**config.mk**
```make
export PLATFORM = sky130hd
export DESIGN_NAME = mem_access_stage
export DESIGN_NICKNAME = d
export VERILOG_FILES = /design/src/rtl/wisc_pkg.sv /design/src/rtl/mem_watchdog.sv /design/src/rtl/mem_access_stage.sv
export SDC_FILE = /design/constraint.sdc
export NUM_CORES = 1
export LEC_CHECK = 0
export BUFFER_PORTS_ARGS = -buffer_cell sky130_fd_sc_hd__buf_2
export CORE_UTILIZATION = 43
export DETAILED_ROUTE_END_ITERATION = 8
export GPL_TIMING_DRIVEN = 0
export PLACE_DENSITY = 0.79
export SYNTH_ARGS = -nofsm -noshare
export SYNTH_HDL_FRONTEND = slang
export SYNTH_HIERARCHICAL = 1
export SYNTH_SLANG_ARGS = --single-unit
```
**constraint.sdc**
```tcl
create_clock -name clk -period 1.5 [get_ports clk]
set_input_delay 0.45 -clock clk [delete_from_list [all_inputs] [get_ports clk]]
set_output_delay 0.45 -clock clk [all_outputs]
set_load 0.01 [all_outputs]
```
**src/rtl/wisc_pkg.sv**
```systemverilog
// Shared WISC pipeline definitions: opcode constants, datapath width and the
// memory-access stage state encoding.
package wisc_pkg;

  localparam int DATA_W = 16;

  localparam logic [3:0] OP_LW  = 4'h8;
  localparam logic [3:0] OP_SW  = 4'h9;
  localparam logic [3:0] OP_HLT = 4'hF;

  typedef enum logic {
    IDLE = 1'b0,
    BUSY = 1'b1
  } mem_state_t;

endpackage

```
**src/rtl/mem_watchdog.sv**
```systemverilog
// Watchdog for an open data-memory request: counts waiting cycles and flags
// expiry in the cycle the count would reach LIMIT.
module mem_watchdog #(
  parameter int LIMIT = 15
) (
  input  logic clk,
  input  logic rst_n,
  input  logic clear,
  input  logic enable,
  output logic expired
);

  logic [3:0] count;

  always_ff @(posedge clk or negedge rst_n) begin
    if (!rst_n) begin
      count <= '0;
    end else if (clear) begin
      count <= '0;
    end else if (enable) begin
      count <= count + 4'd1;
    end
  end

  // Expiry is flagged on the cycle whose increment reaches LIMIT, so the
  // request is held for exactly LIMIT cycles before the abort takes effect.
  assign expired = enable && (count == 4'(LIMIT - 1));

endmodule

```
**src/rtl/mem_access_stage.sv**
```systemverilog
// WISC memory-access stage: retires ALU ops directly and runs LW/SW through a
// req/ack data-memory handshake. Define MEM_TIMEOUT_EN to abort stuck requests.
module mem_access_stage
  import wisc_pkg::*;
#(
  parameter int TIMEOUT = 15
) (
  input  logic              clk,
  input  logic              rst_n,
  input  logic              ex_valid,
  input  logic [3:0]        ex_opcode,
  input  logic [DATA_W-1:0] ex_alu_result,
  input  logic [DATA_W-1:0] ex_store_data,
  input  logic [3:0]        ex_rd,
  input  logic              ex_reg_wen,
  output logic              stall,
  output logic              mem_req,
  output logic              mem_wr,
  output logic [DATA_W-1:0] mem_addr,
  output logic [DATA_W-1:0] mem_wdata,
  input  logic              mem_ack,
  input  logic [DATA_W-1:0] mem_rdata,
  output logic              wb_valid,
  output logic [DATA_W-1:0] wb_data,
  output logic [3:0]        wb_rd,
  output logic              wb_reg_wen,
  output logic              wb_hlt,
  output logic              mem_err
);

  mem_state_t state, state_next;
  logic       halted;
  logic [3:0] pend_rd;
  logic       pend_reg_wen;
  logic       accept;
  logic       is_mem;
  logic       is_hlt;
  logic       ack_done;
  logic       abort;

  assign stall    = (state == BUSY);
  assign mem_req  = (state == BUSY);
  assign accept   = ex_valid && !stall && !halted;
  assign is_mem   = (ex_opcode == OP_LW) || (ex_opcode == OP_SW);
  assign is_hlt   = (ex_opcode == OP_HLT);
  assign ack_done = (state == BUSY) && mem_ack;

`ifdef MEM_TIMEOUT_EN
  mem_watchdog #(
    .LIMIT (TIMEOUT)
  ) u_watchdog (
    .clk     (clk),
    .rst_n   (rst_n),
    .clear   (accept && is_mem),
    .enable  ((state == BUSY) && !mem_ack),
    .expired (abort)
  );
`else
  assign abort = 1'b0;
`endif

  always_ff @(posedge clk or negedge rst_n) begin
    if (!rst_n) begin
      state <= IDLE;
    end else begin
      state <= state_next;
    end
  end

  always_comb begin
    state_next = state;
    case (state)
      IDLE:    if (accept && is_mem) state_next = BUSY;
      BUSY:    if (mem_ack || abort) state_next = IDLE;
      default: state_next = IDLE;
    endcase
  end

  // Records are single-cycle pulses; wb_data/wb_rd/wb_reg_wen keep their last
  // value between records while the flag outputs fall back to zero.
  always_ff @(posedge clk or negedge rst_n) begin
    if (!rst_n) begin
      halted       <= 1'b0;
      mem_wr       <= 1'b0;
      mem_addr     <= '0;
      mem_wdata    <= '0;
      pend_rd      <= '0;
      pend_reg_wen <= 1'b0;
      wb_valid     <= 1'b0;
      wb_data      <= '0;
      wb_rd        <= '0;
      wb_reg_wen   <= 1'b0;
      wb_hlt       <= 1'b0;
      mem_err      <= 1'b0;
    end else begin
      wb_valid <= 1'b0;
      wb_hlt   <= 1'b0;
      mem_err  <= 1'b0;
      if (accept && !is_mem) begin
        wb_valid   <= 1'b1;
        wb_data    <= ex_alu_result;
        wb_rd      <= ex_rd;
        wb_reg_wen <= ex_reg_wen && !is_hlt;
        wb_hlt     <= is_hlt;
        if (is_hlt) halted <= 1'b1;
      end else if (accept) begin
        mem_addr     <= {ex_alu_result[DATA_W-1:1], 1'b0};
        mem_wr       <= (ex_opcode == OP_SW);
        mem_wdata    <= ex_store_data;
        pend_rd      <= ex_rd;
        pend_reg_wen <= ex_reg_wen;
      end
      // A store reports its address as the record data and never writes back.
      if (ack_done) begin
        wb_valid   <= 1'b1;
        wb_rd      <= pend_rd;
        wb_data    <= mem_wr ? mem_addr : mem_rdata;
        wb_reg_wen <= !mem_wr && pend_reg_wen;
      end else if (abort) begin
        wb_valid   <= 1'b1;
        wb_rd      <= pend_rd;
        wb_data    <= '0;
        wb_reg_wen <= 1'b0;
        mem_err    <= 1'b1;
      end
    end
  end

endmodule

```
* After elaboration in Yosys (flattened, before gate mapping)
Cells that the tools add are included.
** Storage, ports and cells
- Bits of input ports :: 61
- Flip-flop bits (word level) :: 62
** Cells by class
- Reductions and logical operators :: 16
- Equality and inequality tests :: 3
- Muxes and demuxes :: 13
- Bitwise gates (word level) :: 2
** Operator list (number)
- two-way mux 16 bit :: 3
- equality test 4 bit, second input constant :: 3
- two-way mux 4 bit :: 2
- logical AND 1 bit :: 7
- two-way mux 1 bit :: 7
- zero test 1 bit :: 5
- AND reduction 2 bit :: 2
- NOT 1 bit :: 2
- case mux 1 bit (2 select lines) :: 1
- nonzero test 2 bit :: 1
- logical OR 1 bit :: 1

* Logic depth before layout (Yosys ltp)
Gate-level depths: netlist of the first run.
- Depth after elaboration :: 6
- Gate-level depth with buffers :: 6
- Mapped depth without buffers :: 3

* Least setup slack after synthesis of the first run
No wires, ideal clock.
- Path kind :: input port to flip-flop
- From :: in ex_opcode[1]
- To :: reg mem_addr[1]
- Data required time :: 1.375 ns
- Stages on the path :: 6
- Slack :: -0.283 ns
- Arrival time :: 1.658 ns
- Cell sequence :: or3b_1 -> buf_2 -> nand2b_4 -> buf_6 -> buf_6 -> mux2_4
** Between the ends
- Word-level cells in the longest chain between the ends :: 6
** RTL lines
- start: declaration :: line mem_access_stage.sv:11 : input logic [3:0] ex_opcode,
- equality test 4 bit :: line mem_access_stage.sv:44 : assign is_mem = (ex_opcode == OP_LW) || (ex_opcode == OP_SW);
- logical OR 1 bit (*) :: line mem_access_stage.sv:44
- zero test 1 bit (*) :: line mem_access_stage.sv:99 : if (accept && !is_mem) begin
- logical AND 1 bit (*) :: line mem_access_stage.sv:99
- NOT 1 bit (no source line) (*)
- AND reduction 2 bit (no source line) (*)
- end signal: assignment :: line mem_access_stage.sv:107 : mem_addr <= {ex_alu_result[DATA_W-1:1], 1'b0};
- end: declaration :: line mem_access_stage.sv:19 : output logic [DATA_W-1:0] mem_addr,
Every way passes the cells marked *; elsewhere a longest branch is shown, timed or not.
A chain may end at the register's enable or synchronous reset.

* Final worst setup path of the first run
- From :: reg state, in the netlist mem_req
- To :: reg mem_addr[10]
** Between the ends
- Word-level cells in the longest chain between the ends :: 6
** RTL lines
- start: declaration :: line mem_access_stage.sv:31 : mem_state_t state, state_next;
- start signal: assignment :: line mem_access_stage.sv:66 : state <= state_next;
- zero test 1 bit (*) :: line mem_access_stage.sv:43 : assign accept = ex_valid && !stall && !halted;
- logical AND 1 bit (*) (2 in a row) :: line mem_access_stage.sv:43
- logical AND 1 bit :: line mem_access_stage.sv:99
- NOT 1 bit (no source line)
- AND reduction 2 bit (no source line) (*)
Marks and branches as above.

==> load_flow_metrics.sql, run 1 <==
INSERT INTO impl_metrics (metric_group, metric, value, unit) VALUES
('yosys', 'synthArstFlopShare', '100', '%'),
('place', 'post-dp-hpwl', '4.81', 'mm'),
('route', 'vias', '2291', ''),
('critical_path', 'worst-path-max-fanout', '10', ''),
('pwr', 'worst_ir_drop_vdd', '0.000819', 'V'),
('final_layout', 'finish.utilization', '65.0', '%'),
('route', 'number_of_antenna_violating_nets_in_the_routed_design', '0', ''),
('yosys', 'synth_top_flop_cell', 'dfrtp_1', ''),
('yosys', 'syn_inst', '217', ''),
('yosys', 'cells_taking_the_most_area_after_synthesis', 'dfrtp_1, mux2_4, mux2_2, mux2i_1, o221ai_1', ''),
('yosys', 'seq_area_frac_synth', '55.8', '%'),
('yosys', 'ys.warnings.count', '6', ''),
('critical_path', 'timing.critical_path.required', '1.71', 'ns'),
('timing', 'grt_setup_unrepaired', 'yes', ''),
('min_path', 'hold_class', 'in2async', ''),
('die', 'chipWidth', '82.4', 'um'),
('timing', 'final_critical_path_setup_slack', '-0.0351', 'ns'),
('clock_network', 'ctsHtreeMaxLevel', '3', ''),
('run_status', 'violations', 'setup timing', ''),
('clock_network', 'root_cell_of_the_clock_tree', 'clkbuf_8', ''),
('yosys', 'netlist.area_leader.share', '55.8', '%'),
('run_status', 'run_status', 'finished, violations left', ''),
('timing', 'min_period_over_period', '102', '%'),
('route', 'detail_route.wl_per_cell', '16.7', 'um'),
('timing', 'maxSlewViolCount', '0', ''),
('route', 'remaining_drc_errors', '0', ''),
('grt', 'grt-ovfl-total', '0', ''),
('final_layout', 'final_nets', '414', ''),
('timing', 'tightest_slew', '0.788', 'ns'),
('grt', 'first_global_vias', '2206', ''),
('route', 'detail_route.first_pass.iterations', '4', ''),
('yosys', 'yosysUniqueCellTypes', '25', ''),
('die', 'floorplan.initialDensity', '45.6', '%'),
('yosys', 'postSynthRegisterBits', '62', ''),
('place', 'placement.io_buffers', '117', ''),
('timing', 'finalSetupViolCount', '26', ''),
('critical_path', 'critical_path_arrival', '1.74', 'ns'),
('die', 'die-area', '0.00680', 'mm^2'),
('die', 'row_count', '28', ''),
('place', 'gpl.final_weighted_congestion', '0.700', ''),
('clock_network', 'insertion_delay', '0.33', 'ns'),
('yosys', 'synth_enable_flop_cells', '0', ''),
('final_layout', 'insertedDiodeCount', '0', ''),
('clock_network', 'tritoncts.num_buffers', '9', ''),
('pwr', 'leak_pwr', '0.00202', 'uW'),
('route', 'detail_route.wirelength', '7.21', 'mm'),
('timing', 'finalClockSkew', '0.0108', 'ns'),
('yosys', 'synthesis.area', '0.00278', 'mm^2'),
('timing', 'final_period_minus_worst_setup_slack', '1.54', 'ns'),
('grt', 'antenna_found_initial', '0', ''),
('yosys', 'synthTopCellsByCount', 'dfrtp_1, nand2_1, nand3_1', ''),
('timing', 'slew_headroom', '47.5', '%'),
('timing', 'final_hold_fails', '0', ''),
('run', 'maxCapViolations', '0', ''),
('die', 'core_area', '0.00610', 'mm^2'),
('clock_network', 'tritoncts_num_sinks', '62', ''),
('final_layout', 'fillCellCount', '514', ''),
('pwr', 'cellPowerDensity', '1530', 'mW/mm^2'),
('grt', 'grt_pass1_wl', '10.6', 'mm'),
('die', 'boundaryPins', '120', ''),
('die', 'die_y', '82.4', 'um'),
('critical_path', 'worstSetupPathType', 'reg2reg', ''),
('final_layout', 'final_instance_count_without_filler_cells', '432', ''),
('timing', 'hold_ws', '0.171', 'ns'),
('final_layout', 'ratio_of_cells_with_drive_above_1_in_the_final_layout', '59.4', '%'),
('route', 'avgViaCountPerCell', '5.30', ''),
('place', 'post-place-cells', '410', ''),
('yosys', 'postSynthAreaPerCell', '12.8', 'um^2'),
('critical_path', 'setup.worst_path.end_class', 'flip-flop', ''),
('yosys', 'yosys.cell_count.top_type', 'dfrtp_1', ''),
('clock_network', 'cts-root-to-sink-buffers', '2', ''),
('timing', 'max_clock_freq', '651', 'MHz'),
('yosys', 'synth_top_cell_by_area', 'dfrtp_1', ''),
('clock_network', 'cts_tree', 'built', ''),
('clock_network', 'clk_transition_reported_paths', '0.07', 'ns'),
('grt', 'grt_max_degree', '63', ''),
('grt', 'grtUsageTotal', '21.3', '%'),
('final_layout', 'relative_area_change_from_synthesis_to_final_layout', '42.4', '%'),
('critical_path', 'timing.critical_path.from_type', 'flip-flop', ''),
('route', 'drt-initial-drc-count', '89', '');
-- final timing paths --
kind,startpoint,to,slack (ns),cells after the start
max,mem_req,mem_addr[10],-0.04,5
min,rst_n,wb_rd[2],0.17,1
max reg2reg,mem_req,mem_addr[10],-0.04,5
min reg2reg,mem_wdata[12],mem_wdata[12],0.50,1
max in group asynchronous,rst_n,mem_req,0.73,1
min in group clk,mem_ack,mem_req,0.34,2
-- flip-flops by register name (all words and copies together) (netlist names) --
name	count
mem_req	1
halted	1
wb_reg_wen	1
pend_rd	4
wb_hlt	1
mem_addr	15
mem_wdata	16
wb_valid	1
wb_rd	4
mem_wr	1
wb_data	16
pend_reg_wen	1
-- per-layer routing --
metal	GRT usage [%]	wire length, um	up-vias	part of all wire [%]
met5	0	0	-	0
met4	7.72	81	0	1.1
met3	6.04	537	8	7.4
met2	36.0	3580	89	50
met1	25.8	3020	1143	42
li1	-	-	1051	-
-- critical path: stages (launching register included) --
cell and delay [ns]:
dfrtp_2 0.45, nor3b_4 0.29, nand2b_4 0.09, buf_12 0.14, buf_12 0.14, mux2_4 0.29
-- stage by stage --
step                      cell area [um^2]  setup TNS [ns]  power (uW)  setup slack (ns)
final                                 3960          -0.573        6080           -0.0351
after global routing                  3960           -3.31        6450            -0.131
after CTS                             3760           -1.64        5880           -0.0643
after detailed placement              3490          -36.65        4310            -0.500
after global placement                3490          -33.21        4240            -0.485
after floorplan                       2810           -7.58        3520            -0.277
-- power by group --
part	switching, uW	leakage, uW	internal (uW)	total (uW)
clock network	627	0.0000994	925	1550
logic	987	0.00117	1090	2080
registers	285	0.000748	2170	2450
-- layout make-up --
type	count	area [um^2]	share of cell area [%]
flip-flops and latches	62	1550	39.2
inverters	1	3.75	0.0948
plain buffers	18	168	4.23
multi-input cells	135	1230	31.0
repair buffers	126	713	18.0
clock buffers	11	131	3.32
clock inverters	4	72.6	1.83
well taps	75	93.8	2.37
-- cell usage in the layout, fill, tap and decap left out, drive strengths merged, types with 2 or more instances in the layout --
cell    Yosys  routed
bufinv      0       2
dfrtp      62      62
nand2      28      28
nand3b      2       2
clkbuf      8      16
mux2i      15      15
nand4       2       2
conb        1       2
o221ai     15      15
o211ai      6       6
and2        2       2
buf        12     139
nand3      20      20
mux2       37      37
-- logic make-up after synthesis --
group	share of synthesized area [%]
flip-flops	55.8
multiplexers	22.9
AO/OA/AOI/OAI	6.79
AND/OR/NAND/NOR	10.2
other	0.135
buffers and inverters	4.18
-- repair_timing --
item,in CTS,in global routing
cloned,0,2
hold buffers,0,0
endpoints found under the setup margin,52,60
resized for setup,13,32
endpoints found under the hold margin,0,0
pin swaps,1,7
setup buffers,3,4
Note: power is estimated with default switching activity, not from simulation.
==> run 2: changes to the inputs <==
--- a/config.mk
+++ b/config.mk
@@ -6,6 +6,7 @@
 export NUM_CORES = 1
 export LEC_CHECK = 0
 export BUFFER_PORTS_ARGS = -buffer_cell sky130_fd_sc_hd__buf_2
+export CORE_ASPECT_RATIO = 1.25
 export CORE_UTILIZATION = 43
 export DETAILED_ROUTE_END_ITERATION = 8
 export GPL_TIMING_DRIVEN = 0
==> run 2 against run 1 <==
  * The flow still finishes with violations (setup timing)
  * Hold slack better by 0.029 ns
  * Die area hardly changed
  * Wire length is 1.6% lower
  * Clock skew is 0.00068 ns lower
  * Power is 3.1% lower
  * Largest cell class unchanged
  * Clock power is 3% higher
  * First-iteration DRC count is 11% lower
  * Final cell count is 1.9% higher
  * Via count is 1.2% lower
  * Sequential cell count stayed put
==> load_flow_metrics.sql, run 2 (synthesized netlist as in run 1, its figures left out) <==
INSERT INTO impl_metrics (metric_group, metric, value, unit) VALUES
('clock_network', 'insertion_delay', '0.34', 'ns'),
('critical_path', 'reg2reg_from', 'mem_req', ''),
('critical_path', 'worst-path-max-fanout', '6', ''),
('grt', 'grt_pass1_wl', '11.0', 'mm'),
('final_layout', 'final_nets', '411', ''),
('critical_path', 'worst_setup_path_endpoint', 'mem_addr[12]', ''),
('timing', 'tightest_slew', '0.791', 'ns'),
('die', 'boundaryPins', '120', ''),
('critical_path', 'ff2ff_setup_slack', '-0.06', 'ns'),
('route', 'drt-initial-drc-count', '79', ''),
('timing', 'maxSlewViolCount', '0', ''),
('critical_path', 'timing.critical_path.required', '1.72', 'ns'),
('clock_network', 'tritoncts.num_buffers', '9', ''),
('final_layout', 'layout.cells.most_common', 'buf_2', ''),
('die', 'chipWidth', '74.0', 'um'),
('critical_path', 'critical_path_arrival', '1.78', 'ns'),
('final_layout', 'insertedDiodeCount', '0', ''),
('die', 'die-area', '0.00680', 'mm^2'),
('critical_path', 'startpoint_of_the_most_critical_setup_path', 'mem_req', ''),
('timing', 'finalSetupViolCount', '26', ''),
('grt', 'grtUsageTotal', '21.8', '%'),
('final_layout', 'final_cell_mix', 'buf_2, dfrtp_1, nand2_1, nand3_1, mux2_4', ''),
('grt', 'grt-ovfl-total', '0', ''),
('run_status', 'run_status', 'finished, violations left', ''),
('timing', 'finalClockSkew', '0.0101', 'ns'),
('clock_network', 'root_cell_of_the_clock_tree', 'clkbuf_8', ''),
('die', 'floorplan.initialDensity', '44.8', '%'),
('die', 'row_count', '32', ''),
('clock_network', 'clk_transition_reported_paths', '0.07', 'ns'),
('final_layout', 'ratio_of_cells_with_drive_above_1_in_the_final_layout', '55.2', '%'),
('grt', 'antenna_found_initial', '0', ''),
('route', 'detail_route.wirelength', '7.10', 'mm'),
('final_layout', 'finish.utilization', '61.7', '%'),
('min_path', 'hold_class', 'in2async', ''),
('pwr', 'worst_ir_drop_vdd', '0.000924', 'V'),
('timing', 'slew_headroom', '47.3', '%'),
('critical_path', 'worst_r2r_path_depth', '5', ''),
('pwr', 'leak_pwr', '0.00199', 'uW'),
('final_layout', 'relative_area_change_from_synthesis_to_final_layout', '37.5', '%'),
('final_layout', 'reg.largest.list', 'mem_wdata (16), wb_data (16), mem_addr (15)', ''),
('timing', 'grt_setup_unrepaired', 'yes', ''),
('critical_path', 'setup.worst_path.end_class', 'flip-flop', ''),
('die', 'die_y', '91.9', 'um'),
('place', 'placement.io_buffers', '117', ''),
('clock_network', 'ctsHtreeMaxLevel', '3', ''),
('clock_network', 'cts-root-to-sink-buffers', '2', ''),
('route', 'detail_route.first_pass.iterations', '4', ''),
('route', 'avgViaCountPerCell', '5.15', ''),
('place', 'dp_slack', '-0.462', 'ns'),
('route', 'vias', '2264', ''),
('timing', 'final_critical_path_setup_slack', '-0.0648', 'ns'),
('critical_path', 'timing.critical_path.from_type', 'flip-flop', ''),
('place', 'gpl.final_weighted_congestion', '0.769', ''),
('route', 'number_of_antenna_violating_nets_in_the_routed_design', '0', ''),
('run_status', 'violations', 'setup timing', ''),
('timing', 'setup_tns', '-1.14', 'ns'),
('route', 'remaining_drc_errors', '0', ''),
('run', 'maxCapViolations', '0', ''),
('clock_network', 'tritoncts_num_sinks', '62', ''),
('grt', 'grt_max_degree', '63', ''),
('route', 'detail_route.wl_per_cell', '16.1', 'um'),
('die', 'core_area', '0.00621', 'mm^2'),
('timing', 'min_period_over_period', '104', '%'),
('pwr', 'cellPowerDensity', '1540', 'mW/mm^2'),
('place', 'post-dp-hpwl', '4.86', 'mm'),
('critical_path', 'worstSetupPathType', 'reg2reg', ''),
('timing', 'final_period_minus_worst_setup_slack', '1.56', 'ns'),
('grt', 'first_global_vias', '2349', ''),
('timing', 'final_hold_fails', '0', ''),
('clock_network', 'cts_tree', 'built', ''),
('timing', 'max_clock_freq', '639', 'MHz'),
('critical_path', 'crit-reg2reg-capture', 'mem_addr[12]', '');
run 2: through the flow:
stage | power (uW) | instances | area (um^2) | hold slack [ns]
after floorplan | 3520 | 218 | 2810 | 0.154
after detailed placement | 4310 | 420 | 3500 | 0.486
final | 5890 | 440 | 3830 | 0.201
after global routing | 6210 | 440 | 3830 | 0.254
after CTS | 5930 | 439 | 3790 | 0.311
after global placement | 4230 | 420 | 3500 | 0.471
run 2: routing by layer:
layer	up-vias	global-route usage [%]	routed length, um
li1	1040	-	-
met1	1131	26.9	3020
met2	85	35.8	3620
met3	8	5.27	378
met4	0	8.97	76
met5	-	0	0
run 2: layout make-up:
class	count	area (um^2)
Fill cell	480	2380
Buffer	17	150
Sequential cell	62	1550
Multi-Input combinational cell	135	1130
Clock buffer	13	179
Clock inverter	3	40.0
Timing Repair Buffer	124	664
Inverter	1	3.75
Tap cell	85	106
run 2: where the power goes:
part	total [uW]	internal, uW	switching, uW
registers	2450	2170	285
clock network	1590	944	646
logic	1850	957	893
total	5890	4070	1820
run 2: repair_timing:
item,CTS,global route
hold endpoints to repair,0,0
gates cloned,0,1
setup endpoints to repair,52,58
pin swaps,1,0
hold buffers,0,0
setup buffers,5,1
resized for setup,13,7
run 2: worst min-delay path by stage:
stage	to	cells after the start	slack [ns]
after floorplan	halted	0	0.15
after global placement	wb_rd[3]	2	0.47
after detailed placement	mem_wdata[14]	1	0.49
after CTS	mem_req	2	0.31
after global routing	mem_wdata[1]	1	0.25
final	mem_wdata[1]	1	0.20
run 2: critical path, cell delays in order, from the launching register on:
cell       delay, ns
dfrtp_2         0.45
nor3b_4         0.31
nand2b_4        0.09
buf_12          0.15
clkbuf_16       0.15
mux2_4          0.29
==> run 3: changes to the inputs <==
--- a/config.mk
+++ b/config.mk
@@ -5,12 +5,13 @@
 export SDC_FILE = /design/constraint.sdc
 export NUM_CORES = 1
 export LEC_CHECK = 0
+export ABC_AREA = 1
 export BUFFER_PORTS_ARGS = -buffer_cell sky130_fd_sc_hd__buf_2
 export CORE_ASPECT_RATIO = 1.25
-export CORE_UTILIZATION = 43
+export CORE_UTILIZATION = 35
 export DETAILED_ROUTE_END_ITERATION = 8
 export GPL_TIMING_DRIVEN = 0
-export PLACE_DENSITY = 0.79
+export PLACE_DENSITY = 0.66
 export SYNTH_ARGS = -nofsm -noshare
 export SYNTH_HDL_FRONTEND = slang
 export SYNTH_HIERARCHICAL = 1
==> run 3 against run 2 <==
  * The run ends with DRC left
  * First-iteration DRC count increased by 140%
  * Sequential power decreased by 5%
  * Fmax is 12% higher
  * Register-to-register slack gained 0.18 ns
  * Synthesized area rose by 8.0%
  * Die area rose by 32%
  * Synthesized cell count rose by 79%
==> load_flow_metrics.sql, run 3 <==
INSERT INTO impl_metrics (metric_group, metric, value, unit) VALUES
('run_status', 'run_status', 'finished, violations left', ''),
('run_status', 'violations', 'DRC', ''),
('final_layout', 'layout.cells.most_common', 'nand2_1', ''),
('timing', 'final_hold_fails', '0', ''),
('critical_path', 'reg2reg_from', 'mem_req', ''),
('grt', 'grt_pass1_wl', '13.7', 'mm'),
('grt', 'grt_max_degree', '63', ''),
('yosys', 'syn_inst', '389', ''),
('timing', 'maxSlewViolCount', '0', ''),
('critical_path', 'cp_top_family', 'flip-flops', ''),
('grt', 'grt_util_met3', '3.76', '%'),
('timing', 'grt_setup_unrepaired', 'no', ''),
('route', 'detail_route.wl_per_cell', '13.4', 'um'),
('die', 'core_area', '0.00829', 'mm^2'),
('grt', 'met2_usage', '33.3', '%'),
('route', 'number_of_antenna_violating_nets_in_the_routed_design', '0', ''),
('critical_path', 'setup.worst_path.end_class', 'primary output', ''),
('critical_path', 'critPathBufInv', '1', ''),
('final_layout', 'postLayoutCellArea', '0.00387', 'mm^2'),
('critical_path', 'worst_setup_path_endpoint', 'mem_req', ''),
('yosys', 'synth_enable_flop_cells', '0', ''),
('pwr', 'cellPowerDensity', '1330', 'mW/mm^2'),
('yosys', 'synthesis.area', '0.00300', 'mm^2'),
('place', 'gpl.final_weighted_congestion', '0.792', ''),
('yosys', 'postSynthAreaPerCell', '7.72', 'um^2'),
('final_layout', 'final_nets', '578', ''),
('yosys', 'ys.warnings.count', '6', ''),
('route', 'vias', '2868', ''),
('clock_network', 'ctsHtreeMaxLevel', '3', ''),
('timing', 'finalClockSkew', '0.00674', 'ns'),
('timing', 'max_clock_freq', '714', 'MHz'),
('min_path', 'hold_class', 'in2async', ''),
('place', 'placed_area', '0.00372', 'mm^2'),
('final_layout', 'final_cell_mix', 'nand2_1, buf_2, dfrtp_1, nand3_1, clkbuf_8', ''),
('critical_path', 'crit-reg2reg-capture', 'pend_rd[2]', ''),
('yosys', 'synth_top_cell_by_area', 'dfrtp_1', ''),
('critical_path', 'worstSetupPathType', 'reg2out', ''),
('yosys', 'yosysUniqueCellTypes', '21', ''),
('grt', 'grt.busiest_layer', 'met2', ''),
('route', 'detail_route.first_pass.iterations', '8', ''),
('yosys', 'cells_taking_the_most_area_after_synthesis', 'dfrtp_1, nand2_1, nand3_1, buf_6, buf_2', ''),
('final_layout', 'insertedDiodeCount', '0', ''),
('timing', 'final_period_minus_worst_setup_slack', '1.40', 'ns'),
('die', 'boundaryPins', '120', ''),
('yosys', 'synthTopCellsByCount', 'nand2_1, dfrtp_1, nand3_1', ''),
('route', 'remaining_drc_errors', '4', ''),
('die', 'floorplan.initialDensity', '36.3', '%'),
('grt', 'first_global_vias', '2833', ''),
('place', 'placement.io_buffers', '117', ''),
('timing', 'hold_ws', '0.178', 'ns'),
('critical_path', 'ff2ff_setup_slack', '0.12', 'ns'),
('place', 'post-place-cells', '604', ''),
('clock_network', 'cts_tree', 'built', ''),
('clock_network', 'tritoncts_num_sinks', '62', ''),
('critical_path', 'timing.critical_path.slowest_stage_cell', 'dfrtp_2', ''),
('timing', 'finalSetupViolCount', '0', ''),
('final_layout', 'ratio_of_cells_with_drive_above_1_in_the_final_layout', '32.5', '%'),
('final_layout', 'relative_area_change_from_synthesis_to_final_layout', '28.9', '%'),
('clock_network', 'root_cell_of_the_clock_tree', 'clkbuf_8', ''),
('yosys', 'netlist.area_leader.share', '51.6', '%'),
('critical_path', 'worst-path-max-fanout', '5', ''),
('critical_path', 'timing.critical_path.from_type', 'flip-flop', ''),
('route', 'detail_route.wirelength', '8.24', 'mm'),
('grt', 'use_met1', '24.1', '%'),
('grt', 'grtUsageTotal', '19.9', '%'),
('timing', 'min_period_over_period', '93.4', '%'),
('timing', 'tightest_slew', '0.813', 'ns'),
('critical_path', 'worst_r2r_path_depth', '7', ''),
('die', 'die-area', '0.00896', 'mm^2'),
('critical_path', 'crit_path_cell_trace', 'buf_2', ''),
('die', 'row_count', '37', ''),
('yosys', 'synthArstFlopShare', '100', '%'),
('critical_path', 'critical_path_arrival', '0.95', 'ns'),
('grt', 'antenna_found_initial', '0', ''),
('die', 'die_y', '106', 'um'),
('pwr', 'leak_pwr', '0.00231', 'uW'),
('route', 'avgViaCountPerCell', '4.65', ''),
('clock_network', 'insertion_delay', '0.34', 'ns'),
('final_layout', 'reg.largest.list', 'mem_wdata (16), wb_data (16), mem_addr (15)', ''),
('clock_network', 'cts-root-to-sink-buffers', '2', ''),
('yosys', 'synth_top_flop_cell', 'dfrtp_1', ''),
('yosys', 'yosys.cell_count.top_type', 'nand2_1', ''),
('clock_network', 'clk_transition_reported_paths', '0.07', 'ns'),
('critical_path', 'timing.critical_path.required', '1.05', 'ns'),
('die', 'chipWidth', '84.9', 'um'),
('critical_path', 'startpoint_of_the_most_critical_setup_path', 'mem_req', ''),
('grt', 'grt-ovfl-total', '0', ''),
('final_layout', 'final_instance_count_without_filler_cells', '617', ''),
('pwr', 'worst_ir_drop_vdd', '0.000544', 'V'),
('clock_network', 'post_cts_hold_buffer_count', '0', ''),
('timing', 'slew_headroom', '45.8', '%'),
('timing', 'setup_tns', '0', 'ns'),
('place', 'post-dp-hpwl', '6.03', 'mm'),
('critical_path', 'critical-path-max-stage-delay', '0.45', 'ns'),
('pwr', 'power.total', '5150', 'uW'),
('clock_network', 'tritoncts.num_buffers', '9', ''),
('yosys', 'postSynthRegisterBits', '62', ''),
('run', 'maxCapViolations', '0', ''),
('route', 'drt-initial-drc-count', '193', ''),
('critical_path', 'timing.critical_path.depth', '1', ''),
('yosys', 'seq_area_frac_synth', '51.6', '%');
run 3: worst reg2reg max path, cell delays in order, from the launching register on:
cell and delay (ns):
dfrtp_2 0.45, inv_2 0.07, nand2_2 0.05, nor2_4 0.20, nand2_2 0.18, buf_6 0.19
nand2_1 0.07, o21ai_2 0.05
run 3: through the flow:
step | util [%] | setup WS, ns
global route | 46.7 | 0.00863
finish | 46.7 | 0.0985
CTS | 46.7 | 0.0712
floorplan | - | 0.248
detailed placement | 44.9 | -0.0360
global placement | 44.8 | -0.271
run 3: worst min path at each step:
| stage | slack, ns | end | depth (start not counted) |
|---|---|---|---|
| floorplan | 0.15 | halted | 0 |
| global placement | 0.45 | mem_wdata[12] | 2 |
| detailed placement | 0.46 | mem_wdata[14] | 2 |
| CTS | 0.22 | wb_reg_wen | 1 |
| global route | 0.27 | mem_addr[11] | 1 |
| finish | 0.18 | mem_addr[11] | 1 |
run 3: final cells by class:
| type | count | area (um^2) |
|---|---|---|
| Buffer | 25 | 175 |
| Clock buffer | 12 | 145 |
| Clock inverter | 2 | 10.0 |
| Fill cell | 866 | 4410 |
| Inverter | 11 | 41.3 |
| Multi-Input combinational cell | 291 | 1230 |
| Sequential cell | 62 | 1550 |
| Tap cell | 97 | 121 |
| Timing Repair Buffer | 117 | 594 |
run 3: cells by family after synthesis:
group | after synthesis | synth area share (%)
other cells | 1 | 0.125
compound gates | 13 | 2.87
buf+inv | 37 | 7.41
simple gates | 276 | 37.9
flops | 62 | 51.6
run 3: layer usage:
layer  vias to the layer above  wire length, um
met1                      1287             3550
met4                         0              242
met2                       104             3970
met5                         -                0
li1                       1461                -
met3                        16              474
run 3: power by group:
part | switching (uW) | internal, uW | leakage (uW) | total (uW)
combinational | 936 | 643 | 0.00146 | 1580
sequential | 244 | 2080 | 0.000769 | 2330
clock | 617 | 622 | 0.0000821 | 1240
total | 1800 | 3350 | 0.00231 | 5150
run 3: what timing repair did:
action | in CTS | in global routing
buffers inserted | 0 | 0
endpoints found under the hold margin | 0 | 0
gates resized for setup | 2 | 2
pin swaps | 0 | 0
setup endpoints to repair | 1 | 9
